## src/rtl/round_controller_pkg.sv

```systemverilog
// round_controller_pkg
//   Shared types and constants for the round sequencer and its neighbours.
//   - state_t   : round sequencer states
//   - winner_t  : round / match result codes (NONE=00, P1=01, P2=10, DRAW=11)
//   - SCORE_W   : score width, shared with the hit-detection block
//   - CNT_W     : width of the pause / restart tick counters
//   - match_result() : picks the match winner once a score has reached the limit
package round_controller_pkg;

  localparam int SCORE_W = 9;
  localparam int CNT_W   = 9;

  typedef enum logic [2:0] {
    IDLE    = 3'd0,
    RESTART = 3'd1,
    ARM     = 3'd2,
    PLAY    = 3'd3,
    PAUSE   = 3'd4,
    DONE    = 3'd5
  } state_t;

  typedef enum logic [1:0] {
    WIN_NONE = 2'b00,
    WIN_P1   = 2'b01,
    WIN_P2   = 2'b10,
    WIN_DRAW = 2'b11
  } winner_t;

  // Only meaningful when at least one score has reached win_score.
  // If both have, the higher score wins and a tie is a draw.
  function automatic winner_t match_result(input logic [SCORE_W-1:0] s1,
                                           input logic [SCORE_W-1:0] s2,
                                           input logic [SCORE_W-1:0] win_score);
    winner_t w;
    if ((s1 >= win_score) && (s2 >= win_score)) begin
      if (s1 > s2)      w = WIN_P1;
      else if (s2 > s1) w = WIN_P2;
      else              w = WIN_DRAW;
    end else if (s1 >= win_score) begin
      w = WIN_P1;
    end else begin
      w = WIN_P2;
    end
    return w;
  endfunction

endpackage

```

## src/rtl/round_controller_tick_down_counter.sv

```systemverilog
// tick_down_counter
//   Loadable down-counter with a zero flag. Load wins over decrement; the
//   count holds at zero instead of wrapping.
// Ports:
//   i_clk      : clock
//   i_rst      : synchronous active-high reset (count -> 0)
//   i_load     : load i_load_val this cycle
//   i_load_val : value to load
//   i_dec      : decrement this cycle (ignored while loading or at zero)
//   o_zero     : count is zero
module tick_down_counter
  import round_controller_pkg::*;
(
  input  logic             i_clk,
  input  logic             i_rst,
  input  logic             i_load,
  input  logic [CNT_W-1:0] i_load_val,
  input  logic             i_dec,
  output logic             o_zero
);

  logic [CNT_W-1:0] r_count;

  always_ff @(posedge i_clk) begin
    if (i_rst) begin
      r_count <= '0;
    end else if (i_load) begin
      r_count <= i_load_val;
    end else if (i_dec && (r_count != '0)) begin
      r_count <= r_count - 1'b1;
    end
  end

  assign o_zero = (r_count == '0);

endmodule

```

## src/rtl/round_controller.sv

```systemverilog
// round_controller
//   Sequences a tank match: IDLE -> RESTART -> ARM -> PLAY -> PAUSE ->
//   (RESTART | DONE). Drives the map restart strobe and the movement freeze,
//   and reports round / match results. Every output is registered.
//   Optional feature macro: ROUND_TIMEOUT_EN (round time limit of
//   ROUND_TICKS cycles, timeout ends the round as a draw).
// Ports:
//   clk_19       : game clock (shared with hit detection)
//   rst          : synchronous active-high reset
//   start        : one-cycle start pulse, honoured only in IDLE
//   p1_death     : p1 dead
//   p2_death     : p2 dead
//   p1_score     : p1 score, already updated when a death flag rises
//   p2_score     : p2 score, same timing
//   restart_map  : restart strobe to hit detection and map logic
//   freeze       : tanks and bullets must not move
//   round_winner : result of the last round
//   match_over   : match decided
//   match_winner : winner of the match
//   round_num    : rounds started, saturating at 255
//   dbg_state    : current sequencer state
//
// Handshake: there is no valid/ready pair here. start is a single-cycle
// request that is consumed only in IDLE; restart_map is a level held for
// RESTART_TICKS cycles that the hit-detection block must treat as a clear.
module round_controller
  import round_controller_pkg::*;
#(
  parameter int PAUSE_TICKS   = 64,
  parameter int RESTART_TICKS = 2,
  parameter int WIN_SCORE     = 5,
  parameter int ROUND_TICKS   = 3000
) (
  input  logic               clk_19,
  input  logic               rst,
  input  logic               start,
  input  logic               p1_death,
  input  logic               p2_death,
  input  logic [SCORE_W-1:0] p1_score,
  input  logic [SCORE_W-1:0] p2_score,
  output logic               restart_map,
  output logic               freeze,
  output logic [1:0]         round_winner,
  output logic               match_over,
  output logic [1:0]         match_winner,
  output logic [7:0]         round_num,
  output logic [2:0]         dbg_state
);

  localparam logic [CNT_W-1:0]   PAUSE_LOAD   = CNT_W'(PAUSE_TICKS - 1);
  localparam logic [CNT_W-1:0]   RESTART_LOAD = CNT_W'(RESTART_TICKS - 1);
  localparam logic [SCORE_W-1:0] WIN_VAL      = SCORE_W'(WIN_SCORE);

  state_t     r_state;
  state_t     w_state_next;
  winner_t    r_round_winner;
  winner_t    w_round_winner_next;
  winner_t    r_match_winner;
  winner_t    w_match_winner_next;
  logic       r_restart_map;
  logic       r_freeze;
  logic       r_match_over;
  logic [7:0] r_round_num;

  logic w_enter_restart;
  logic w_enter_pause;
  logic w_restart_zero;
  logic w_pause_zero;
  logic w_timeout;

  // ------------------------------------------------------------------
  // Round timer (optional)
  // ------------------------------------------------------------------
`ifdef ROUND_TIMEOUT_EN
  logic [15:0] r_round_timer;

  // Held at zero outside PLAY, so it is cleared on every entry to PLAY.
  always_ff @(posedge clk_19) begin
    if (rst || (r_state != PLAY)) begin
      r_round_timer <= '0;
    end else begin
      r_round_timer <= r_round_timer + 16'd1;
    end
  end

  assign w_timeout = (r_state == PLAY) && (r_round_timer == 16'(ROUND_TICKS - 1));
`else
  assign w_timeout = 1'b0;
`endif

  // ------------------------------------------------------------------
  // Tick counters
  // ------------------------------------------------------------------
  assign w_enter_restart = (w_state_next == RESTART) && (r_state != RESTART);
  assign w_enter_pause   = (w_state_next == PAUSE) && (r_state != PAUSE);

  tick_down_counter u_restart_cnt (
    .i_clk      (clk_19),
    .i_rst      (rst),
    .i_load     (w_enter_restart),
    .i_load_val (RESTART_LOAD),
    .i_dec      (r_state == RESTART),
    .o_zero     (w_restart_zero)
  );

  tick_down_counter u_pause_cnt (
    .i_clk      (clk_19),
    .i_rst      (rst),
    .i_load     (w_enter_pause),
    .i_load_val (PAUSE_LOAD),
    .i_dec      (r_state == PAUSE),
    .o_zero     (w_pause_zero)
  );

  // ------------------------------------------------------------------
  // Next-state logic
  // ------------------------------------------------------------------
  always_comb begin
    w_state_next        = r_state;
    w_round_winner_next = r_round_winner;
    w_match_winner_next = r_match_winner;

    case (r_state)
      IDLE: begin
        if (start) w_state_next = RESTART;
      end

      RESTART: begin
        if (w_restart_zero) w_state_next = ARM;
      end

      // Waits for the death flops to be seen clear so a death left over
      // from the previous round cannot end the new one immediately.
      ARM: begin
        if (!p1_death && !p2_death) w_state_next = PLAY;
      end

      // A death on the timeout cycle is a real result and takes priority.
      PLAY: begin
        if (p1_death || p2_death) begin
          w_state_next = PAUSE;
          if (p1_death && p2_death) w_round_winner_next = WIN_DRAW;
          else if (p1_death)        w_round_winner_next = WIN_P2;
          else                      w_round_winner_next = WIN_P1;
        end else if (w_timeout) begin
          w_state_next        = PAUSE;
          w_round_winner_next = WIN_DRAW;
        end
      end

      // Scores are judged at the end of the pause, once the hit-detection
      // block has long since settled its counts.
      PAUSE: begin
        if (w_pause_zero) begin
          if ((p1_score >= WIN_VAL) || (p2_score >= WIN_VAL)) begin
            w_state_next        = DONE;
            w_match_winner_next = match_result(p1_score, p2_score, WIN_VAL);
          end else begin
            w_state_next = RESTART;
          end
        end
      end

      DONE: begin
        w_state_next = DONE;
      end

      default: begin
        w_state_next = IDLE;
      end
    endcase
  end

  // ------------------------------------------------------------------
  // State and registered outputs (outputs follow the next state so they
  // line up with the state they describe)
  // ------------------------------------------------------------------
  always_ff @(posedge clk_19) begin
    if (rst) begin
      r_state        <= IDLE;
      r_restart_map  <= 1'b0;
      r_freeze       <= 1'b1;
      r_round_winner <= WIN_NONE;
      r_match_over   <= 1'b0;
      r_match_winner <= WIN_NONE;
      r_round_num    <= 8'd0;
    end else begin
      r_state        <= w_state_next;
      r_restart_map  <= (w_state_next == RESTART);
      r_freeze       <= (w_state_next != PLAY);
      r_round_winner <= w_round_winner_next;
      r_match_over   <= (w_state_next == DONE);
      r_match_winner <= w_match_winner_next;
      if (w_enter_restart && (r_round_num != 8'hFF)) begin
        r_round_num <= r_round_num + 8'd1;
      end
    end
  end

  assign restart_map  = r_restart_map;
  assign freeze       = r_freeze;
  assign round_winner = r_round_winner;
  assign match_over   = r_match_over;
  assign match_winner = r_match_winner;
  assign round_num    = r_round_num;
  assign dbg_state    = r_state;

endmodule

```

## config.mk

```make
export PLATFORM = sky130hd
export DESIGN_NAME = round_controller
export DESIGN_NICKNAME = d
export VERILOG_FILES = /design/src/rtl/round_controller_pkg.sv /design/src/rtl/round_controller_tick_down_counter.sv /design/src/rtl/round_controller.sv
export SDC_FILE = /design/constraint.sdc
export NUM_CORES = 1
export LEC_CHECK = 0
export CAP_MARGIN = 10
export CORE_AREA = 2 2 75 77
export DETAILED_ROUTE_END_ITERATION = 10
export DIE_AREA = 0 0 77 79
export SYNTH_ARGS = -nofsm -noshare
export SYNTH_HDL_FRONTEND = slang
export SYNTH_SLANG_ARGS = --single-unit
```

## constraint.sdc

```tcl
create_clock -name clk_19 -period 3.6 [get_ports clk_19]
set_clock_uncertainty 0.1 [all_clocks]
set_input_delay 0.36 -clock clk_19 [delete_from_list [all_inputs] [get_ports clk_19]]
set_output_delay 0.36 -clock clk_19 [all_outputs]
set_load 0.02 [all_outputs]
```

### Yosys cells after proc, flatten, opt, wreduce, memory -nomap -nowiden

Index checks and enable logic that the tools add are counted.
W data, S select, Z words.

| storage, ports and cells | value |
|---|---|
| logic and storage cells | 70 |
| latch bits | 0 |
| output and inout port bits | 18 |
| register bits | 36 |
| ROM bits | 0 |
| memories | 0 |
| bits in writable memories | 0 |

| operators by class | value |
|---|---|
| $add $sub $neg | 3 |
| mux-type cells | 17 |
| $lt $le $gt $ge | 4 |
| bitwise logic cells | 0 |
| div/mod/pow operators | 0 |
| reductions and logical operators | 23 |
| shift-type cells | 0 |
| $mul | 0 |
| equal/unequal tests | 12 |

Operator list:

| operator | number |
|---|---|
| $ge A9 B3 Y1 const B | 2 |
| $gt A9 B9 Y1 | 2 |
| $logic_not A9 Y1 | 2 |
| $mux W3 | 6 |
| $pmux W3 S6 | 1 |
| $reduce_bool A9 Y1 | 2 |
| $sub A9 B1 Y9 const B | 2 |
| $eq A3 B3 Y1 const B | 4 |
| $mux W6 | 2 |
| $mux W2 | 5 |
| $add A8 B1 Y8 const B | 1 |
| $logic_and A1 B1 Y1 | 8 |
| $ne A8 B8 Y1 const B | 1 |
| $eq A3 B1 Y1 const B | 2 |
| $eq A3 B2 Y1 const B | 2 |
| $reduce_bool A2 Y1 | 2 |
| $reduce_or A2 Y1 | 2 |
| $logic_not A3 Y1 | 1 |
| $mux W1 | 3 |
| $ne A3 B1 Y1 const B | 1 |
| $ne A3 B2 Y1 const B | 1 |
| $ne A3 B3 Y1 const B | 1 |
| $reduce_and A3 Y1 | 1 |
| $logic_not A1 Y1 | 2 |
| other kinds (2) | 3 |

### Depth between registers and ports, before layout

| logic depth | value |
|---|---|
| word-level depth | 8 |
| depth in mapped cells | 9 |

### Modules after synthesis

Synthesis repeated with hierarchy kept, for this count alone.

| second synthesis, totals | value |
|---|---|
| cell total of the unflattened synthesis | 284 |
| area, all modules | 2,363.5 um^2 |

By module, submodules not included:

| module | seq. area each (um^2) | cells each | area each (um^2) | instances |
|---|---|---|---|---|
| tick_down_counter | 180.2 | 70 | 604.3 | 2 |
| round_controller | 360.3 | 144 | 1,154.9 | 1 |

### Least setup slack after synthesis

Ideal clock, no wire load.

| path | value |
|---|---|
| path type | register to register |
| start | register u_pause_cnt.r_count[0] |
| end | register r_round_num[6] (netlist: round_num[6]) |
| slack | 1.531 ns |
| required time | 3.430 ns |
| cell stages (with the launch flop) | 10 |
| arrival | 1.899 ns |
| cell sequence | dfxtp_1 > inv_1 > ha_1 > nor4b_4 > a21oi_1 > a21oi_4 > nand4_4 > buf_6 > or4_1 > a21oi_1 |

| between the ends | value |
|---|---|
| longest elaborated chain between the ends | 6 |

Ends and longest elaborated chain:

| item | line | source |
|---|---|---|
| from (decl) | round_controller_tick_down_counter.sv:22 | `logic [CNT_W-1:0] r_count;` |
| from (signal assigned) | round_controller_tick_down_counter.sv:28 | `r_count <= i_load_val;` |
| from (signal assigned) | round_controller_tick_down_counter.sv:30 | `r_count <= r_count - 1'b1;` |
| $logic_not A9 Y1 | round_controller_tick_down_counter.sv:34 | `assign o_zero = (r_count == '0);` |
| $mux W3 | round_controller.sv:154 | `if (w_pause_zero) begin` |
| $pmux W3 S6 | round_controller.sv:123 | `case (r_state)` |
| $eq A3 B1 Y1 | round_controller.sv:94 | `assign w_enter_restart = (w_state_next == RESTART) && (r_state != RESTART);` |
| $logic_and A1 B1 Y1 | round_controller.sv:94 |  |
| $logic_and A1 B1 Y1 | round_controller.sv:194 | `if (w_enter_restart && (r_round_num != 8'hFF)) begin` |
| to (signal assigned) | round_controller.sv:195 | `r_round_num <= r_round_num + 8'd1;` |
| to (decl) | round_controller.sv:63 | `logic [7:0] r_round_num;` |

No other way between the ends.
A chain may end at the register's enable or synchronous reset.

### Worst setup path after layout

| path | value |
|---|---|
| start | input p2_score[7] |
| end | register r_round_num[7] (netlist: round_num[7]) |

| between the ends | value |
|---|---|
| longest elaborated chain between the ends | 8 |

Ends and longest elaborated chain:

| item | line | source |
|---|---|---|
| from (decl) | round_controller.sv:40 | `input logic [SCORE_W-1:0] p2_score,` |
| $ge A9 B3 Y1 | round_controller.sv:155 | `if ((p1_score >= WIN_VAL) \|\| (p2_score >= WIN_VAL)) begin` |
| $logic_or A1 B1 Y1 | round_controller.sv:155 |  |
| $mux W3 | round_controller.sv:155 |  |
| $mux W3 | round_controller.sv:154 |  |
| $pmux W3 S6 | round_controller.sv:123 |  |
| $eq A3 B1 Y1 | round_controller.sv:94 |  |
| $logic_and A1 B1 Y1 | round_controller.sv:94 |  |
| $logic_and A1 B1 Y1 | round_controller.sv:194 |  |

No other way between the ends.

==> out/results.txt <==
Final period util -> 0.665
Via Count -> 1711
remaining global-route overflow -> 0
area of the multi-input gates -> 1220 um^2
Place WS -> 913 ps
final WL -> 4.23 mm
setup violators final -> 0
syn_area_per_cell -> 8.92 um^2
number of cells on the critical path -> 7
reg2reg setup slack -> 1250 ps
total internal power -> 0.991 mW
status -> complete, no violations
Via density -> 4.95
dpl hpwl -> 3.19 mm
Crit. End Element -> register
layout cell share with drive strength beyond 1 -> 0.0766
critical path startpoint category -> primary input
slowest stage delay, CP -> 520 ps
setup ws final -> 1210 ps
Ys Warns -> 0
Die ar. -> 6080 um^2
slowest CP cell -> or4_1
cell area after layout -> 2610 um^2
RSZ-0062 raised after global routing -> no
Relative slew margins -> 0.461
number of H-tree levels -> 2
vias in the first global route -> 1683
Sw Share -> 0.381
Yosys cell types -> 50
Tightest Hold Check Type -> reg -> reg
Worst Tran Pin Value -> 801 ps
post-route ant nets -> 0
Crit. Startpoint -> p2_score[7]
min Tclk post-route -> 2390 ps
max frequency -> 418 MHz
final core occ -> 0.489
Placement Cell Area -> 2500 um^2
FF/Latch Area -> 721 um^2
Clock power frac -> 0.215
Area growth syn-to-layout -> 26.9%
# hold bufs at CTS -> 0
root buf cell -> clkbuf_8
# diodes -> 0
clk slew on worst S/H paths -> 70 ps
CP arrival -> 2510 ps
post-synthesis cell area -> 2060 um^2
Comb power frac -> 0.431
Overall Power -> 1.60 mW
final hold vios -> 0
Switching Power -> 0.609 mW
CP Cell Sequence -> clkdlybuf4s50_1 > nor4_1 > nand3_1 > o21bai_4 > nand4_4 > or4_1 > a21oi_1
DP Cell Count -> 338
Post-synth EDFFs -> 0
row cnt -> 27
RR Endpoint -> u_restart_cnt.r_count[1]$_SDFFE_PP0P_
largest net degree at the start of global routing -> 18
Die H -> 79 um
CTS Buffer Depth -> 2
register area share after synthesis -> 0.350
fin cells -> 346
TritonCTS Buffers -> 5
Post-Syn Nets -> 268
first-pass GRT wire length -> 7.48 mm
Max Transition Viols Final -> 0
CTS sink count -> 36
FF+latch count, synth -> 36
setup total negative slack -> 0 ps
routability cong. -> 0.775
Worst-Skew Late Latency -> 280 ps
starting density of the core -> 0.386
die width -> 77 um
maxcap violations -> 0
GR Util All Layers -> 0.151
setup bufs post-CTS -> 0
Cells after Synth -> 231
Setup CP Type -> in -> reg
Worst path top cell family by delay -> simple AND/OR/NAND/NOR gates
1st-iter DRT viols -> 42
nets -> 310
Cell Pwr Density -> 613 nW/um^2
P_leak -> 0.948 nW
I/O pins -> 41
initial antenna violation count -> 0
worst reg2reg path depth -> 8
fill cell count -> 539
buffers plus inverters on the worst setup path -> 1
Post-CTS Resized -> 0
core area -> 5340 um^2
peak supply drop -> 0.000350 V
critical path data required time -> 3710 ps
DRT Pass-1 Iters -> 4
asr flop ratio synth -> 0
worst setup path end -> round_num[7]$_SDFFE_PP0P_
WHS -> 363 ps
routed len/inst -> 12.2 um
DRC Markers -> 0
CP max FO -> 14
sequential power share -> 0.354
CTS tree -> built
Port Buffer Count -> 40
hold path depth -> 2
Synth Flop Type -> dfxtp_1
Crit Reg-Reg Startpoint -> u_restart_cnt.r_count[0]$_SDFFE_PP0P_
[metal layers]
metal	track usage	part of all wire	vias up	wire length [um]
li1	-	-	912	-
met1	0.199	0.52	760	2180
met2	0.235	0.43	35	1820
met3	0.0432	0.043	4	182
met4	0.0536	0.010	0	43
met5	0	0	-	0
[synth_stat cells, drive strengths merged, types with 2 or more instances]
| cell | n | area (um^2) |
|---|---|---|
| nor3b | 3 | 27.5 |
| ha | 14 | 175 |
| nor3 | 10 | 50.1 |
| xnor2 | 6 | 52.6 |
| nand2b | 4 | 25.0 |
| nor2 | 17 | 63.8 |
| a21oi | 20 | 115 |
| nand4 | 8 | 65.1 |
| nand2 | 16 | 60.1 |
| a211oi | 4 | 30.0 |
| nand3 | 8 | 45.0 |
| buf | 2 | 22.5 |
| or4 | 5 | 37.5 |
| or3 | 3 | 18.8 |
| o21ai | 7 | 35.0 |
| nor4 | 4 | 46.3 |
| o21a | 2 | 15.0 |
| xor2 | 11 | 96.3 |
| nor2b | 3 | 18.8 |
| o31ai | 5 | 37.5 |
| dfxtp | 36 | 721 |
| clkbuf | 3 | 21.3 |
| a21o | 4 | 30.0 |
| inv | 18 | 67.6 |
| nor4b | 2 | 32.5 |
[how the worst min path moves through the flow]
stage | slack (ps) | from | endpoint
after floorplan | 380 | u_restart_cnt.r_count[1]$_SDFFE_PP0P_ | u_restart_cnt.r_count[1]$_SDFFE_PP0P_
after global placement | 350 | round_winner[1]$_SDFFE_PP0P_ | round_winner[1]$_SDFFE_PP0P_
final | 360 | round_winner[0]$_SDFFE_PP0P_ | round_winner[0]$_SDFFE_PP0P_
after detailed placement | 350 | round_winner[0]$_SDFFE_PP0P_ | round_winner[0]$_SDFFE_PP0P_
after global routing | 390 | round_winner[1]$_SDFFE_PP0P_ | round_winner[1]$_SDFFE_PP0P_
after CTS | 370 | round_winner[0]$_SDFFE_PP0P_ | round_winner[0]$_SDFFE_PP0P_
[worst register-to-register path: cells and delay by family (launching register included)]
| kind | cells | cell delay [ps] |
|---|---|---|
| DFF | 1 | 330 |
| and+or+nand+nor | 4 | 1060 |
| AOI/OAI and AO/OA | 2 | 540 |
| buffers and inverters | 1 | 90 |
| adders and majority gates | 1 | 150 |
[final cells by class]
class	count	area share
Multi-Input combinational cell	171	0.466
Tap cell	72	0.0345
Sequential cell	36	0.276
Inverter	18	0.0259
Clock inverter	2	0.0134
Timing Repair Buffer	41	0.156
Clock buffer	6	0.0278
[placed cells by master (no fill, tap or decap), types with 2 or more instances in the layout]
cell type / count
a211oi_1: 4
a21o_1: 4
a21oi_1: 18
clkbuf_8: 5
clkdlybuf4s50_1: 40
dfxtp_1: 36
ha_1: 14
inv_1: 18
nand2_1: 16
nand2b_1: 4
nand3_1: 7
nand4_1: 7
nor2_1: 17
nor2b_1: 3
nor3_1: 10
nor3b_1: 2
nor4_1: 2
o21a_1: 2
o21ai_0: 7
o31ai_1: 5
or3_1: 3
or4_1: 5
xnor2_1: 6
xor2_1: 11
[cell families after synthesis]
group,after synthesis,share of synthesized area
muxes,1,0.00486
xor gates and xnor gates,17,0.0723
AOI/OAI and AO/OA,51,0.173
DFF,36,0.350
and+or+nand+nor,88,0.257
buffers and inverters,24,0.0583
adders and majority gates,14,0.0851
[sequential cells by signal, summed over array words and instances, names as in the netlist]
| signal | cells |
|---|---|
| restart_map | 1 |
| round_num | 8 |
| match_winner | 2 |
| match_over | 1 |
| freeze | 1 |
| u_pause_cnt.r_count | 9 |
| dbg_state | 3 |
| u_restart_cnt.r_count | 9 |
| round_winner | 2 |
[power by group through the flow]
stage | registers [mW] | logic, mW | clock network, mW
floorplan | 0.594 | 0.508 | 0
global placement | 0.575 | 0.683 | 0
detailed placement | 0.575 | 0.690 | 0
CTS | 0.567 | 0.696 | 0.360
global route | 0.580 | 0.769 | 0.375
finish | 0.566 | 0.689 | 0.344
Power figures use the tool's default switching activity.
